--- src/rtl/ztonxor_gen_pkg.sv ---
// Shared constants for the range-XOR slice: instruction bus encodings used by the
// endpoint-stage decoders, and the producer's FSM state encoding.
package ztonxor_gen_pkg;

    typedef enum logic [1:0] {
        INST_NOP  = 2'b00,
        INST_SETL = 2'b01,
        INST_SETR = 2'b10,
        INST_CALC = 2'b11
    } inst_e;

    typedef enum logic [1:0] {
        ST_IDLE = 2'b00,
        ST_RUN  = 2'b01,
        ST_DONE = 2'b10
    } state_e;

endpackage

--- src/rtl/ztonxor_closed.sv ---
// Combinational f(n) = 0 ^ 1 ^ ... ^ n using the period-4 pattern of the prefix XOR.
module ztonxor_closed #(
    parameter int WIDTH = 8
) (
    input  logic [WIDTH-1:0] n,
    output logic [WIDTH-1:0] f
);

    // The n+1 term cannot overflow: n mod 4 = 2 keeps n below the all-ones value.
    always_comb begin
        f = '0;
        case (n[1:0])
            2'd0: f = n;
            2'd1: f = WIDTH'(1);
            2'd2: f = n + WIDTH'(1);
            2'd3: f = '0;
        endcase
    end

endmodule

--- src/rtl/ztonxor_gen.sv ---
// Sequences the prefix-XOR computation f(n) and holds the result on ztonxor for
// the endpoint registers; FAST selects iterative accumulation or the closed form.
module ztonxor_gen
    import ztonxor_gen_pkg::*;
#(
    parameter int WIDTH = 8,
    parameter bit FAST  = 1'b0
) (
    input  logic             clk,
    input  logic             reset,
    input  logic             start,
    input  logic [WIDTH-1:0] n,
    output logic             busy,
    output logic             done,
    output logic             valid,
    output logic [WIDTH-1:0] ztonxor
);

    state_e           state;
    state_e           state_nxt;
    logic [WIDTH-1:0] n_q;
    logic [WIDTH-1:0] acc;
    logic [WIDTH-1:0] i_q;
    logic [WIDTH-1:0] closed_f;
    logic [WIDTH-1:0] acc_nxt;
    logic             last_run;

    ztonxor_closed #(.WIDTH(WIDTH)) u_closed (
        .n (n_q),
        .f (closed_f)
    );

    // Compare before increment, so n_q = all-ones terminates without i wrapping.
    assign last_run = (state == ST_RUN) && (FAST || (i_q == n_q));
    assign acc_nxt  = FAST ? closed_f : (acc ^ i_q);

    // NOTE: every combinational output gets a default first so no path infers a latch.
    always_comb begin
        state_nxt = state;
        case (state)
            ST_IDLE: if (start)    state_nxt = ST_RUN;
            ST_RUN:  if (last_run) state_nxt = ST_DONE;
            ST_DONE:               state_nxt = ST_IDLE;
            default:               state_nxt = ST_IDLE;
        endcase
    end

    // NOTE: sequential state uses non-blocking assignments so all registers update together.
    always_ff @(posedge clk) begin
        if (reset) begin
            state   <= ST_IDLE;
            n_q     <= '0;
            acc     <= '0;
            i_q     <= '0;
            valid   <= 1'b0;
            ztonxor <= '0;
        end else begin
            state <= state_nxt;
            case (state)
                ST_IDLE: begin
                    if (start) begin
                        n_q   <= n;
                        acc   <= '0;
                        i_q   <= '0;
                        valid <= 1'b0;
                    end
                end
                ST_RUN: begin
                    acc <= acc_nxt;
                    // Load the result on entry to DONE so it is valid alongside the done pulse.
                    if (last_run) begin
                        ztonxor <= acc_nxt;
                        valid   <= 1'b1;
                    end else begin
                        i_q <= i_q + WIDTH'(1);
                    end
                end
                default: ;
            endcase
        end
    end

    assign busy = (state != ST_IDLE);
    assign done = (state == ST_DONE);

endmodule

--- config.mk ---
export PLATFORM = sky130hd
export DESIGN_NAME = ztonxor_gen
export DESIGN_NICKNAME = d
export VERILOG_FILES = /design/src/rtl/ztonxor_gen_pkg.sv /design/src/rtl/ztonxor_closed.sv /design/src/rtl/ztonxor_gen.sv
export SDC_FILE = /design/constraint.sdc
export NUM_CORES = 1
export LEC_CHECK = 0
export ABC_AREA = 1
export CAP_MARGIN = 5
export CORE_UTILIZATION = 31
export DETAILED_ROUTE_END_ITERATION = 10
export PLACE_DENSITY = 0.57
export SLEW_MARGIN = 20
export SYNTH_ARGS = -nofsm -noshare
export SYNTH_HDL_FRONTEND = slang
export SYNTH_SLANG_ARGS = --single-unit
--- constraint.sdc ---
create_clock -name clk -period 3 [get_ports clk]
set_clock_uncertainty 0.05 [all_clocks]
set_input_delay 0.45 -clock clk [delete_from_list [all_inputs] [get_ports clk]]
set_output_delay 0.45 -clock clk [all_outputs]
set_load 0.1 [all_outputs]
Word-level counts from Yosys, hierarchy flattened:

Index checks and enable logic that the tools add are counted.

* input port bits: 11
* output and inout port bits: 11
* bits in registers: 35
* logic and storage cells: 34

* equality and inequality tests: 6
* bitwise operators: 1
* muxes and demuxes: 10
* add/sub/neg operators: 1
* reduce and logical (&&, ||, !) cells: 10

Operator list (count)
* case mux 8 bit (2 select lines): 2
* 2-to-1 mux 8 bit: 2
* adder 8 x 1 -> 8 bit (second input constant): 1
* == test 8 bit: 1
* AND reduction 2 bit: 4
* XOR 8 bit: 1
* != test 2 bit (second input constant): 3
* AND reduction 3 bit: 2
* 2-to-1 mux 2 bit: 2
* case mux 2 bit (2 select lines): 1
* nonzero test 2 bit: 2
* == test 2 x 1 -> 1 bit (second input constant): 1
* == test 2 bit (second input constant): 1
* zero test 2 bit: 1
* 2-to-1 mux 1 bit: 2
* case mux 1 bit (2 select lines): 1
* logical AND 1 bit: 1

Depth between registers and ports, before layout:

* word-level depth: 4
* depth in mapped cells: 12
* depth with buffers taken out: 11

Worst setup path before layout:

No wires, ideal clock.

* path type: reg2out
* start point: register state[1]
* end point: output port done
* data required time: 2.500 ns
* stages on the path, launching flop included: 3
* path slack: 0.890 ns
* arrival: 1.610 ns
* buffers on the path: 0
* cell sequence: dfxtp_1 -> inv_1 -> nor2_1

* word-level cells in the longest chain between the ends: 1

RTL lines
* from (decl): line ztonxor_gen.sv:19 `state_e state;`
* from (signal assigned): line ztonxor_gen.sv:58 `state <= state_nxt;`
* == test 2 bit: line ztonxor_gen.sv:84 `assign done = (state == ST_DONE);`
* to (decl): line ztonxor_gen.sv:14 `output logic done,`

No other way between the ends.

Worst setup path in the final report:

* start point: input port start
* end point: register i_q[6]

* word-level cells in the longest chain between the ends: 2

RTL lines
* from (decl): line ztonxor_gen.sv:11 `input logic start,`
* != test 2 bit (no line)
* AND reduction 3 bit (no line)
* to (signal assigned): line ztonxor_gen.sv:75 `i_q <= i_q + WIDTH'(1);`
* to (decl): line ztonxor_gen.sv:23 `logic [WIDTH-1:0] i_q;`

No other way between the ends.
A chain may end at the register's enable or synchronous reset.

==> results.md <==
- Ant. Diodes: 0
- Internal Power: 0.716 mW
- Final period util: 55.4%
- Die W: 75.2 um
- CTS buffer count: 5
- DR pass1 iterations: 4
- Layout cell share with drive strength beyond 1: 13.8%
- YS warnings: 0
- Final Non-Filler Cells: 324
- Die height: 75.2 um
- Gate count of the mapped netlist: 233
- Psw: 0.357 mW
- Syn avg cell area: 7.13 um^2
- Filler cell count: 581
- CTS tree: yes
- DR iter-0 viols: 76
- Worst hold path class: flip-flop to flip-flop
- Drt total wl: 3440 um
- Ys async rst share: 0%
- Post-synth EDFFs: 0
- Slew @ Worst Pin: 0.528 ns
- WP data required: 3.14 ns
- Final min period: 1.66 ns
- Worst EP arrival: 1.80 ns
- Biggest area consumer among synthesized cells: dfxtp_1
- Sequential Power Share: 47.3%
- Cell variety after synth: 26
- Fin. Hold Viols: 0
- Number of remaining DRC errors: 0
- Core Area: 5140 um^2
- Fin nets: 265
- CP Launch Type: input port
- Postcts setup bufs: 0
- Pwr Density: 544 nW/um^2
- RSZ-0062 raised after global routing: no
- Fin Setup TNS: 0 ns
- Logic pwr share: 20.7%
- Layout area overhead: 18.8%
- Dominant synthesized flop cell: dfxtp_1
- Routed vias/inst: 4.41
- Total vias in the final route: 1,430
- Setup violators final: 0
- Worst-case reg-to-reg path depth: 6
- Routed Antenna Nets: 0
- CTS clock-pin slew for the worst setup and hold paths: 0.07 ns
- Max Fclk: 0.601 GHz
- Outcome: finished, final reports clean
- Mapped cell area: 1660 um^2
- DP HPWL: 2380 um
- Number of synthesized register bits: 35
- Full die area: 5660 um^2
- Top cell type's share of synthesized area: 42.2%
- Dpl cells: 316
- Clock Tree Buf Depth: 2
- Setup crit end kind: flip-flop
- CTS sink count: 35
- Initial antenna violation count: 0
- GRT Total Usage: 14.2%
- GPL Wtd Cong: 0.748
- Hold Buf Count CTS: 0
- Max cap viols: 0
- GRT Residual Overflow: 0
- Relative slew slack: 64.8%
- Syn Nets: 245
- WL per Instance: 10.6 um
- Initial Util: 32.3%
- Worst-skew pair later-pin latency: 0.29 ns
- First-pass GRT wire length: 5810 um
- # resized after CTS: 0
- Largest net degree at the start of global routing: 24
- FP Rows: 26
- Switching part of the total: 33.3%
- Hold Slack: 0.395 ns
- Sequential area share after synthesis: 42.2%
- # H-tree levels: 2
- Leak: 0.821 nW
- Kind of critical path: input port to flip-flop
- Hold Crit Depth: 2
- Number of global-route vias before repair: 1,195
- Clock share of power: 32.0%
- Synth top area cells: dfxtp_1, nand2_1, a21oi_1
- Max IR drop VDD: 0.000293 V
- Max Transition Viols Final: 0
- IO Pins: 22
- IO Port Bufs: 21
- Crit Path Max Fanout: 23
- Root Driver: clkbuf_8
- Final core occ: 38.4%
cells in the mapped netlist, drive strengths merged, types with 2 or more instances:
cell / n
o21ai: 13
nor3b: 2
xnor2: 6
nand2: 60
clkbuf: 5
nor2: 30
dfxtp: 35
xor2: 5
or2: 2
nand3: 11
nand4: 2
a21oi: 27
inv: 28
buf: 4
nor3: 2
flip-flops by register name, summed over array words and instances, names as in the netlist:
signal,flops
acc,8
i_q,8
n_q,8
ztonxor,8
state,2
valid,1
cells in the final DEF, fill, tap and decap left out, types with 5 or more instances in the layout:
cell             count
a21oi_1             27
clkdlybuf4s50_1     10
dfxtp_1             35
clkbuf_8             5
xnor2_1              6
o21ai_0              8
nor2_1              26
o21ai_1              5
nand2_1             57
xor2_1               5
nand3_1             10
inv_1               22
inv_2                6
buf_4               12
worst paths after layout:
kind	start	endpoint	slack, ns
max reg2reg	state[1]$_SDFFE_PP0P_	ztonxor[4]$_SDFFE_PP0P_	1.38
min	ztonxor[2]$_SDFFE_PP0P_	ztonxor[2]$_SDFFE_PP0P_	0.39
min reg2reg	ztonxor[2]$_SDFFE_PP0P_	ztonxor[2]$_SDFFE_PP0P_	0.39
max	start	i_q[6]$_SDFFE_PP0P_	1.34
cells by family (layout without fill, tap and decap cells):
logic type,after synthesis,in the layout,share of synthesized area [%]
adders and majority gates,1,1,0.753
and+or+nand+nor,109,109,29.7
xor gates and xnor gates,11,11,5.80
DFF,35,35,42.2
buffers and inverters,37,58,9.56
AOI/OAI and AO/OA,40,40,12.0
power by group through the flow:
stage | clock network, mW | registers [mW] | logic, mW
final | 0.343 | 0.508 | 0.223
after CTS | 0.354 | 0.508 | 0.226
after global routing | 0.375 | 0.512 | 0.247
after global placement | 0 | 0.519 | 0.223
after floorplan | 0 | 0.543 | 0.147
after detailed placement | 0 | 0.519 | 0.225
metal layers:
metal | GRT usage (%) | part of all wire [%] | wire length [um] | up-vias
met5 | 0 | 0 | 0 | -
met4 | 4.94 | 1.2 | 40 | 0
met3 | 5.22 | 3.9 | 135 | 4
met2 | 20.0 | 43 | 1470 | 25
met1 | 19.8 | 52 | 1800 | 632
li1 | - | - | - | 769
layout make-up:
type                       instances  area [um^2]  share of cell area (%)
multi-input combinational        161          802                    40.6
inverter                          28          105                    5.32
clock inverter                     3         20.0                    1.01
sequential                        35          701                    35.5
tap                               70         87.6                    4.44
timing repair buffer              22          190                    9.63
clock buffer                       5         68.8                    3.49
stage by stage:
| step | area (um^2) | setup WS, ns | power (mW) |
|---|---|---|---|
| floorplan | 1660 | 0.890 | 0.690 |
| global placement | 1890 | 0.988 | 0.742 |
| detailed placement | 1890 | 0.976 | 0.744 |
| CTS | 1970 | 1.29 | 1.09 |
| global route | 1970 | 1.14 | 1.13 |
| finish | 1970 | 1.34 | 1.07 |
critical path, stage by stage:
cell	delay, ns
clkdlybuf4s50_1	0.45
inv_1	0.04
nor2_2	0.25
inv_2	0.25
nand2_4	0.15
inv_2	0.06
nor2_1	0.10
nor2_1	0.05
Power figures use the tool's default switching activity.
